## src/rtl/mem_seq_pkg.sv

```systemverilog
// Shared types and helpers for the memory access sequencer.
// Holds the FSM and mode encodings, the LFSR tap mask and the write-pattern function.
package mem_seq_pkg;

   typedef enum logic [1:0] {
      IDLE  = 2'd0,
      WRITE = 2'd1,
      READ  = 2'd2,
      DONE  = 2'd3
   } seq_state_e;

   typedef enum logic [1:0] {
      SEQ     = 2'd0,
      STRIDED = 2'd1,
      LFSR    = 2'd2
   } seq_mode_e;

   // Taps 16,14,13,11 of a right-shifting Fibonacci LFSR map to bits 0,2,3,5.
   localparam logic [15:0] LFSR_TAP_MASK = 16'h002D;

   // Write pattern {a, ~a} built over aw address bits; callers cut it to the data width.
   function automatic logic [63:0] pat(input logic [31:0] a, input int unsigned aw);
      logic [63:0] mask;
      logic [63:0] av;
      mask = (64'd1 << aw) - 64'd1;
      av   = {32'd0, a} & mask;
      pat  = (av << aw) | (~av & mask);
   endfunction

endpackage

```

## src/rtl/seq_addr_gen.sv

```systemverilog
// Address generator for the memory access sequencer.
// Keeps the pass index and LFSR, and registers the address for the selected mode.
// restart reloads index 0 / LFSR seed; advance steps to the next pass index.
module seq_addr_gen
   import mem_seq_pkg::*;
#(
   parameter int          ADDR_W    = 16,
   parameter int          STRIDE    = 4,
   parameter logic [15:0] LFSR_SEED = 16'hACE1
) (
   input  logic              clk,
   input  logic              reset,
   input  logic              restart,
   input  logic              advance,
   input  logic [1:0]        mode,
   output logic [ADDR_W-1:0] address
);

   localparam logic [ADDR_W-1:0] STRIDE_W   = ADDR_W'(STRIDE);
   localparam logic [ADDR_W-1:0] ADDR_ALIGN = {{(ADDR_W-2){1'b1}}, 2'b00};

   logic [ADDR_W-1:0] r_idx;
   logic [ADDR_W-1:0] r_addr;
   logic [15:0]       r_lfsr;
   logic [ADDR_W-1:0] w_idx_nxt;
   logic [15:0]       w_lfsr_nxt;
   logic [ADDR_W-1:0] w_mul;
   logic [ADDR_W-1:0] w_lfsr_ext;
   logic [ADDR_W-1:0] w_addr_nxt;
   logic              w_fb;

   assign w_fb       = ^(r_lfsr & LFSR_TAP_MASK);
   assign w_mul      = w_idx_nxt * STRIDE_W;
   assign w_lfsr_ext = ADDR_W'(w_lfsr_nxt);
   assign address    = r_addr;

   // Next index / LFSR value: reload on restart, step on advance, otherwise hold.
   always_comb begin
      w_idx_nxt  = r_idx;
      w_lfsr_nxt = r_lfsr;
      if (restart) begin
         w_idx_nxt  = {ADDR_W{1'b0}};
         w_lfsr_nxt = LFSR_SEED;
      end else if (advance) begin
         w_idx_nxt  = r_idx + {{(ADDR_W-1){1'b0}}, 1'b1};
         w_lfsr_nxt = {w_fb, r_lfsr[15:1]};
      end else begin
         w_idx_nxt  = r_idx;
         w_lfsr_nxt = r_lfsr;
      end
   end

   // Mode mux; products and shifts wrap naturally at ADDR_W bits, mode 3 behaves as mode 0.
   always_comb begin
      w_addr_nxt = w_idx_nxt << 2'd2;
      case (mode)
         SEQ:     w_addr_nxt = w_idx_nxt << 2'd2;
         STRIDED: w_addr_nxt = w_mul << 2'd2;
         LFSR:    w_addr_nxt = w_lfsr_ext & ADDR_ALIGN;
         default: w_addr_nxt = w_idx_nxt << 2'd2;
      endcase
   end

   // Index, LFSR and registered address.
   always_ff @(posedge clk or negedge reset) begin
      if (!reset) begin
         r_idx  <= {ADDR_W{1'b0}};
         r_lfsr <= LFSR_SEED;
         r_addr <= {ADDR_W{1'b0}};
      end else begin
         r_idx  <= w_idx_nxt;
         r_lfsr <= w_lfsr_nxt;
         r_addr <= w_addr_nxt;
      end
   end

endmodule

```

## src/rtl/mem_access_sequencer.sv

```systemverilog
// Memory access sequencer: a write pass then a read pass over NUM_ACCESSES addresses,
// counting accepted requests and read hits.
// Optional macro SEQ_READBACK_CHECK_EN adds read-data checking against the write pattern;
// without it mismatch_cnt is tied to zero.
module mem_access_sequencer
   import mem_seq_pkg::*;
#(
   parameter int          ADDR_W       = 16,
   parameter int          DATA_W       = 32,
   parameter int          NUM_ACCESSES = 256,
   parameter int          STRIDE       = 4,
   parameter logic [15:0] LFSR_SEED    = 16'hACE1
) (
   input  logic              clk,
   input  logic              reset,
   input  logic              start,
   input  logic [1:0]        mode,
   input  logic              req_ready,
   input  logic [DATA_W-1:0] read_data,
   input  logic              hit,
   output logic              read_en,
   output logic              write_en,
   output logic [ADDR_W-1:0] address,
   output logic [DATA_W-1:0] write_data,
   output logic              busy,
   output logic              done,
   output logic [31:0]       access_count,
   output logic [31:0]       hit_count,
   output logic [15:0]       mismatch_cnt
);

   seq_state_e        r_state;
   seq_state_e        w_state_nxt;
   logic [1:0]        r_mode;
   logic [1:0]        w_mode_sel;
   logic [31:0]       r_pass_cnt;
   logic [31:0]       r_access_cnt;
   logic [31:0]       r_hit_cnt;
   logic              r_write_en;
   logic              r_read_en;
   logic              r_busy;
   logic              r_done;
   logic              w_start_acc;
   logic              w_accept;
   logic              w_last;
   logic              w_restart;
   logic              w_advance;
   logic [ADDR_W-1:0] w_addr;
   logic [DATA_W-1:0] w_pat;

   assign w_start_acc = start & ((r_state == IDLE) | (r_state == DONE));
   assign w_accept    = (r_write_en | r_read_en) & req_ready;
   assign w_last      = (r_pass_cnt == 32'(NUM_ACCESSES - 1));
   // The generator must see the new mode in the start cycle itself.
   assign w_mode_sel  = w_start_acc ? mode : r_mode;
   assign w_pat       = DATA_W'(pat(32'(w_addr), ADDR_W));

   seq_addr_gen #(
      .ADDR_W    (ADDR_W),
      .STRIDE    (STRIDE),
      .LFSR_SEED (LFSR_SEED)
   ) u_addr_gen (
      .clk     (clk),
      .reset   (reset),
      .restart (w_restart),
      .advance (w_advance),
      .mode    (w_mode_sel),
      .address (w_addr)
   );

   // Next state plus generator control: restart at each pass start, advance on other accepts.
   always_comb begin
      w_state_nxt = r_state;
      w_restart   = 1'b0;
      w_advance   = 1'b0;
      case (r_state)
         IDLE, DONE: begin
            if (start) begin
               w_state_nxt = WRITE;
               w_restart   = 1'b1;
            end else begin
               w_state_nxt = r_state;
            end
         end
         WRITE: begin
            if (w_accept) begin
               if (w_last) begin
                  w_state_nxt = READ;
                  w_restart   = 1'b1;
               end else begin
                  w_advance   = 1'b1;
               end
            end else begin
               w_state_nxt = WRITE;
            end
         end
         READ: begin
            if (w_accept) begin
               if (w_last) begin
                  w_state_nxt = DONE;
               end else begin
                  w_advance   = 1'b1;
               end
            end else begin
               w_state_nxt = READ;
            end
         end
         default: w_state_nxt = IDLE;
      endcase
   end

   // State register and state-decoded output flags, all updated from the next state.
   always_ff @(posedge clk or negedge reset) begin
      if (!reset) begin
         r_state    <= IDLE;
         r_write_en <= 1'b0;
         r_read_en  <= 1'b0;
         r_busy     <= 1'b0;
         r_done     <= 1'b0;
      end else begin
         r_state    <= w_state_nxt;
         r_write_en <= (w_state_nxt == WRITE);
         r_read_en  <= (w_state_nxt == READ);
         r_busy     <= (w_state_nxt == WRITE) | (w_state_nxt == READ);
         r_done     <= (w_state_nxt == DONE);
      end
   end

   // Mode latch and per-pass accept counter.
   always_ff @(posedge clk or negedge reset) begin
      if (!reset) begin
         r_mode     <= 2'd0;
         r_pass_cnt <= 32'd0;
      end else if (w_start_acc) begin
         r_mode     <= mode;
         r_pass_cnt <= 32'd0;
      end else if (w_accept) begin
         r_pass_cnt <= w_last ? 32'd0 : r_pass_cnt + 32'd1;
      end else begin
         r_pass_cnt <= r_pass_cnt;
      end
   end

   // Saturating access and read-hit counters, cleared on an accepted start.
   always_ff @(posedge clk or negedge reset) begin
      if (!reset) begin
         r_access_cnt <= 32'd0;
         r_hit_cnt    <= 32'd0;
      end else if (w_start_acc) begin
         r_access_cnt <= 32'd0;
         r_hit_cnt    <= 32'd0;
      end else begin
         if (w_accept && (r_access_cnt != 32'hFFFF_FFFF)) begin
            r_access_cnt <= r_access_cnt + 32'd1;
         end
         if (r_read_en && req_ready && hit && (r_hit_cnt != 32'hFFFF_FFFF)) begin
            r_hit_cnt <= r_hit_cnt + 32'd1;
         end
      end
   end

`ifdef SEQ_READBACK_CHECK_EN
   logic [15:0] r_mismatch_cnt;

   // Saturating count of read accepts whose data differs from the written pattern.
   always_ff @(posedge clk or negedge reset) begin
      if (!reset) begin
         r_mismatch_cnt <= 16'd0;
      end else if (w_start_acc) begin
         r_mismatch_cnt <= 16'd0;
      end else if (r_read_en && req_ready && (read_data != w_pat) && (r_mismatch_cnt != 16'hFFFF)) begin
         r_mismatch_cnt <= r_mismatch_cnt + 16'd1;
      end else begin
         r_mismatch_cnt <= r_mismatch_cnt;
      end
   end

   assign mismatch_cnt = r_mismatch_cnt;
`else
   logic w_unused_rd;

   assign w_unused_rd  = ^read_data;
   assign mismatch_cnt = 16'd0;
`endif

   assign write_en     = r_write_en;
   assign read_en      = r_read_en;
   assign address      = w_addr;
   assign write_data   = r_write_en ? w_pat : {DATA_W{1'b0}};
   assign busy         = r_busy;
   assign done         = r_done;
   assign access_count = r_access_cnt;
   assign hit_count    = r_hit_cnt;

endmodule

```

## config.mk

```make
export PLATFORM = sky130hd
export DESIGN_NAME = mem_access_sequencer
export DESIGN_NICKNAME = d
export VERILOG_FILES = /design/src/rtl/mem_seq_pkg.sv /design/src/rtl/seq_addr_gen.sv /design/src/rtl/mem_access_sequencer.sv
export SDC_FILE = /design/constraint.sdc
export NUM_CORES = 1
export LEC_CHECK = 0
export ABC_AREA = 1
export CAP_MARGIN = 20
export CELL_PAD_IN_SITES_DETAIL_PLACEMENT = 1
export CELL_PAD_IN_SITES_GLOBAL_PLACEMENT = 1
export CORE_MARGIN = 3
export CORE_UTILIZATION = 41
export DETAILED_ROUTE_END_ITERATION = 8
export GPL_ROUTABILITY_DRIVEN = 0
export GPL_TIMING_DRIVEN = 0
export PLACE_DENSITY = 0.93
export SYNTH_ARGS = -nofsm -noshare
export SYNTH_HDL_FRONTEND = slang
export SYNTH_SLANG_ARGS = --single-unit
```

## constraint.sdc

```tcl
create_clock -name clk -period 7.2 [get_ports clk]
set_clock_uncertainty 0.15 [all_clocks]
set_input_delay 1.44 -clock clk [delete_from_list [all_inputs] [get_ports clk]]
set_output_delay 1.44 -clock clk [all_outputs]
set_load 0.03 [all_outputs]
```

==> flow_summary_export.csv, run 1 <==
group,metric,value,unit
setup_path,cp.required,7420,ps
placement,port_buffers,118,
clock_tree,cts_buffers,17,
setup_path,critPathBufInv,6,
layout,drive_gt1_share,9.47,%
clock_tree,cts_tree,"done",
setup_path,cp.arrival,4740,ps
global_routing,grt_overflow_total,0,
die,pin_count,171,
route,postRouteAntennaNets,0,
die,die_h,157,um
setup_path,path_cells,"clkdlybuf4s50_1 > nand2_1 > buf_2 > inv_1 > buf_2 > or2_2 > o21ai_0 > inv_1 > ha_1 > nor2_1 > clkbuf_1 > nand3_1 > nand3_1",
synthesis,synth_cell_types,40,
placement,dp_cells,1747,
sta,hold_violations,0,
synthesis,ys.flop_type,"dfrtp_1",
die,coreArea,22200,sq um
placement,place_area,11000,sq um
setup_path,worstSetupPathType,"primary input to flop",
setup_path,crit_family,"buffers and inverters",
clock_tree,htree_num_levels,4,
setup_path,path_depth,13,
route,drt-total-wl,36200,um
clock_tree,cts.sinks,148,
synthesis,synth_edf_count,0,
setup_path,slowest_delay,500,ps
sta,fin_crit_sh,62.8,%
clock_tree,cts_buffer_depth,2,
clock_tree,insertion_delay,440,ps
die,start_util,42.4,%
placement,dpl.hpwl,24600,um
sta,rsz0062_at_grt,"false",
pwr,peakVddDrop,125,uV
clock_tree,clk_pin_slew_worst_paths,70,ps
sta,fmax,0.221,GHz
hold_path,hold_depth,2,
die,dieArea,24800,sq um
route,avgRoutedWirePerCell,20.3,um
layout,fin_nets,1536,
pwr,p_leak,5.23,nW
clock_tree,clockRootBuffer,"clkbuf_16",
synthesis,netlist_instances,1329,
route,drtIter0Drc,787,
hold_path,hp-class,"flop to flop",
sta,finalSetupViolCount,0,
sta,fin_crit,4520,ps
layout,layout.cells.non_filler,1779,
global_routing,antenna_found_initial,0,
setup_path,crit_slowest_cell,"clkdlybuf4s50_1",
sta,slew_headroom,50.2,%
sta,slew_viol_final,0,
route,drcViolationCount,0,
setup_path,crit_fanout,10,
global_routing,grtUsageTotal,29.3,%
synthesis,yosys_register_bits,148,
pwr,powerDensity,299,nW/um^2
global_routing,grt_pass1_wl,57700,um
global_routing,grt_start_max_net_pins,86,
layout,syn2layout_area_growth,24.4,%
clock_tree,cts-resized-gates,0,
synthesis,ys_seq_area_share,39.5,%
outcome,status,"finished clean",
route,num_vias,10269,
sta,worst_pin_slew,747,ps
synthesis,async_flop_share,100,%
run,cap_viol_max_count,0,
global_routing,grt_pass1_vias,11044,
layout,fill_cells,2824,
synthesis,avgSynthCellArea,7.07,sq um
setup_path,critPathCaptureType,"flop",
clock_tree,hold_buffers,0,
route,viasPerCell,5.77,
layout,design_area,11700,sq um
synthesis,synth_warnings,0,
setup_path,cp-start-kind,"primary input",
die,fp-row-count,54,
setup_path,r2r.worst_path.cells,14,
die,die_x,157,um
layout,diodes,0,
route,first_pass_iters,6,
clock_tree,cts_setup_buffers,0,
synthesis,syn-cell-area,9400,sq um
==> routing by layer <==
layer  track usage [%]  up-vias  share of wire (%)  routed length, um
li1                  -     4600                  -                  -
met1              34.4     5088                 39              14200
met2              51.5      412                 51              18400
met3              4.26      169                4.8               1720
met4              15.9        0                5.2               1870
met5                 0        -                  0                  0
==> flip-flops by register name (all words and copies together) (netlist names) <==
signal and flops:
access_count 32, r_pass_cnt 32, busy 1, hit_count 32
u_addr_gen.r_idx 14, r_mode 2, read_en 1, u_addr_gen.r_lfsr 16
r_state 2, write_en 1, u_addr_gen.address 14, done 1
==> layout make-up <==
type,count,area [sq um],share of cell area (%)
plain buffers,63,403,3.45
repair buffers,119,1210,10.3
well taps,280,350,3.00
multi-input cells,969,4720,40.4
clock buffers,20,457,3.91
clock inverters,12,203,1.73
flip-flops and latches,148,3710,31.8
inverters,168,632,5.41
==> cells in the final DEF, fill, tap and decap left out, drive strengths merged <==
cell,n
nand4,57
or2,4
clkinv,5
a21o,1
clkbuf,27
o22ai,13
xor2,28
dfstp,8
dfrtp,140
a31oi,4
conb,20
nand3b,4
o31ai,4
nor3,63
nand3,131
nor2,167
o21ai,84
inv,166
clkinvlp,4
nor4,2
nand2,337
a32oi,1
xnor2,7
a21oi,24
nor3b,6
and3,1
buf,58
bufinv,5
clkdlybuf4s50,117
ha,11
==> kinds of logic after synthesis <==
family / Yosys count / synth area share [%]
compound gates: 131 / 7.41
xor+xnor: 35 / 3.26
other cells: 1 / 0.0399
buf+inv: 231 / 11.0
simple gates: 772 / 37.3
flops: 148 / 39.5
fa+ha+maj: 11 / 1.46
==> metrics by stage <==
| step | hold WS (ps) | setup TNS, ps | total power, mW | utilization [%] | worst slack (ps) |
|---|---|---|---|---|---|
| after floorplan | 304 | 0 | 1.88 | - | 3570 |
| after global placement | 325 | -229100 | 2.34 | 49.6 | -1650 |
| after detailed placement | 344 | 0 | 2.42 | 49.8 | 2440 |
| after CTS | 357 | 0 | 3.48 | 52.7 | 2760 |
| after global routing | 378 | 0 | 3.63 | 52.7 | 2520 |
| final | 357 | 0 | 3.50 | 52.7 | 2680 |
==> cells in the mapped netlist (24+ instances only) <==
cell | n | area (sq um)
nand2_1 | 326 | 1220
inv_1 | 155 | 582
nor2_1 | 153 | 574
dfrtp_1 | 140 | 3500
nand3_1 | 121 | 606
nor3_1 | 61 | 305
nand4_1 | 57 | 357
o21ai_1 | 43 | 215
o21ai_0 | 40 | 200
buf_4 | 28 | 210
xor2_1 | 28 | 245
a21oi_1 | 24 | 120
==> worst paths after layout <==
check                                      from               endpoint  slack, ps
max                                       start  u_addr_gen.address[4]       2680
min                        u_addr_gen.r_lfsr[1]   u_addr_gen.r_lfsr[0]        360
max reg2reg                          r_state[0]  u_addr_gen.address[4]       3340
min reg2reg                u_addr_gen.r_lfsr[1]   u_addr_gen.r_lfsr[0]        360
max in group asynchronous                 reset  u_addr_gen.r_lfsr[13]       5170
min in group asynchronous                 reset          hit_count[21]        840
==> where the power goes <==
part	switching [mW]	total (mW)	internal, mW
combinational	0.946	1.38	0.436
sequential	0.123	1.09	0.965
clock	0.391	1.03	0.634
total	1.46	3.50	2.04
==> worst register-to-register path, delay by kind of cell, from the launching register on <==
family	cells	cell delay, ps
adder cells (fa/ha/maj)	2	780
flip-flops	1	410
buffers and inverters	6	1260
AO/OA/AOI/OAI	1	140
AND/OR/NAND/NOR	5	1060
No activity file was read; power rests on OpenSTA's default activity.
==> inputs of run 2 (changes only) <==
CORE_UTILIZATION = 35   (was 41)
PLACE_DENSITY = 0.85   (was 0.93)
clock period = 4.15 ns   (was 7.2 ns; I/O delays follow)
==> flow_summary_export.csv, run 2 (synthesis results as in run 1) <==
group,metric,value,unit
global_routing,grt_pass1_wl,51700,um
placement,dp_cells,1802,
pwr,clkPwrFrac,26.9,%
global_routing,grt_overflow_total,0,
sta,slew_viol_final,0,
pwr,p_int,3.32,mW
sta,worst_pin_slew,716,ps
setup_path,worstSetupPathType,"primary input to flop",
die,start_util,35.9,%
route,num_vias,9659,
setup_path,r2r.worst_path.cells,14,
layout,syn2layout_area_growth,24.1,%
setup_path,crit_slowest_cell,"clkdlybuf4s50_1",
global_routing,grt_start_max_net_pins,92,
die,die_x,170,um
sta,rsz0062_at_grt,"false",
layout,fin_nets,1536,
layout,layout_commonest_cell,"nand2_1",
layout,layout.cells.non_filler,1834,
die,fp-row-count,59,
die,dieArea,28900,sq um
setup_path,path_depth,13,
global_routing,busiest_layer,"met2",
setup_path,crit_fanout,10,
die,pin_count,171,
setup_path,crit_family,"buffers and inverters",
global_routing,use_met3,2.88,%
global_routing,grtUsageMet1,27.8,%
sta,hold_violations,0,
route,drcViolationCount,0,
placement,dpl.hpwl,23900,um
pwr,p_seq_share,32.9,%
route,first_pass_iters,5,
setup_path,cp.arrival,4010,ps
layout,diodes,0,
clock_tree,cts_setup_buffers,0,
pwr,powerDensity,487,nW/um^2
setup_path,cp-start-kind,"primary input",
pwr,p_switching,2.36,mW
clock_tree,insertion_delay,430,ps
layout,drive_gt1_share,9.34,%
clock_tree,clk_pin_slew_worst_paths,60,ps
setup_path,cp.required,4370,ps
global_routing,grt_pass1_vias,10079,
clock_tree,htree_num_levels,4,
route,drt-total-wl,31800,um
route,avgRoutedWirePerCell,17.4,um
route,drtIter0Drc,638,
route,postRouteAntennaNets,0,
placement,port_buffers,118,
setup_path,path_cells,"clkdlybuf4s50_1 > nand2_1 > buf_2 > inv_1 > buf_2 > or2_2 > o21ai_0 > inv_1 > ha_1 > nor2_1 > clkbuf_1 > nand4_1 > nand3_1",
hold_path,hp-class,"primary input to async pin",
die,die_h,170,um
setup_path,slowest_delay,530,ps
global_routing,antenna_found_initial,0,
sta,setup_tns,0,ps
pwr,netSwitchingFraction,41.5,%
sta,slew_headroom,52.2,%
clock_tree,cts_buffer_depth,2,
sta,fin_crit_sh,91.5,%
global_routing,grt_use_met2,39.7,%
die,coreArea,26200,sq um
layout,final_cell_mix,"nand2_1, inv_1, nor2_1",
clock_tree,cts.sinks,148,
pwr,peakVddDrop,340,uV
clock_tree,cts-resized-gates,0,
sta,finalSetupViolCount,0,
clock_tree,clockRootBuffer,"clkbuf_16",
setup_path,critPathCaptureType,"flop",
run,cap_viol_max_count,0,
clock_tree,cts_tree,"done",
outcome,status,"finished clean",
route,viasPerCell,5.27,
pwr,pwr-share-comb,40.1,%
setup_path,critPathBufInv,6,
sta,fin_crit,3800,ps
sta,fmax,0.263,GHz
clock_tree,hold_buffers,0,
pwr,p_leak,5.20,nW
clock_tree,cts_buffers,17,
global_routing,grtUsageTotal,22.2,%
==> run 2: cell types whose count changed in the layout (fill, tap and decap cells not counted), sizes merged <==
cell and delta:
clkinvlp -3, clkinv +5, bufinv -3, clkbuf +1
==> run 2: final timing paths <==
| path | from | end | slack, ps |
|---|---|---|---|
| setup / recovery | start | u_addr_gen.address[6] | 350 |
| setup reg to reg | r_state[0] | u_addr_gen.address[6] | 510 |
| max in group asynchronous | reset | u_addr_gen.r_lfsr[15] | 2740 |
| hold reg to reg | u_addr_gen.r_lfsr[1] | u_addr_gen.r_lfsr[0] | 360 |
| hold / removal | reset | hit_count[17] | 210 |
| min in group clk | u_addr_gen.r_lfsr[1] | u_addr_gen.r_lfsr[0] | 360 |
==> run 2: per-layer routing <==
metal	vias to the layer above	wire [um]
met4	0	817
met2	203	16100
met3	61	953
met5	-	0
li1	4599	-
met1	4796	14000
==> run 2: through the flow <==
| step | util, % | setup slack [ps] | hold WS, ps | area [sq um] | total power, mW |
|---|---|---|---|---|---|
| after global placement | 42.2 | -4240 | 321 | 11100 | 4.08 |
| final | 44.5 | 351 | 213 | 11700 | 5.68 |
| after CTS | 44.5 | 367 | 235 | 11700 | 5.70 |
| after detailed placement | 42.4 | -52.9 | 344 | 11100 | 4.15 |
| after global routing | 44.5 | 156 | 262 | 11700 | 5.98 |
| after floorplan | - | 1130 | 304 | 9470 | 3.26 |
==> run 2: power by group through the flow <==
stage | clock (mW) | sequential [mW] | combinational (mW)
floorplan | 0 | 1.97 | 1.29
global placement | 0 | 1.88 | 2.20
detailed placement | 0 | 1.89 | 2.26
CTS | 1.55 | 1.87 | 2.28
global route | 1.62 | 1.90 | 2.46
finish | 1.53 | 1.87 | 2.28
==> run 2: final cells by class <==
cell class              count  area [sq um]
clock inverters            11           111
well taps                 335           419
fillers                  3291         14500
plain buffers              63           403
repair buffers            119          1210
inverters                 168           632
multi-input cells         969          4720
flip-flops and latches    148          3710
clock buffers              21           450
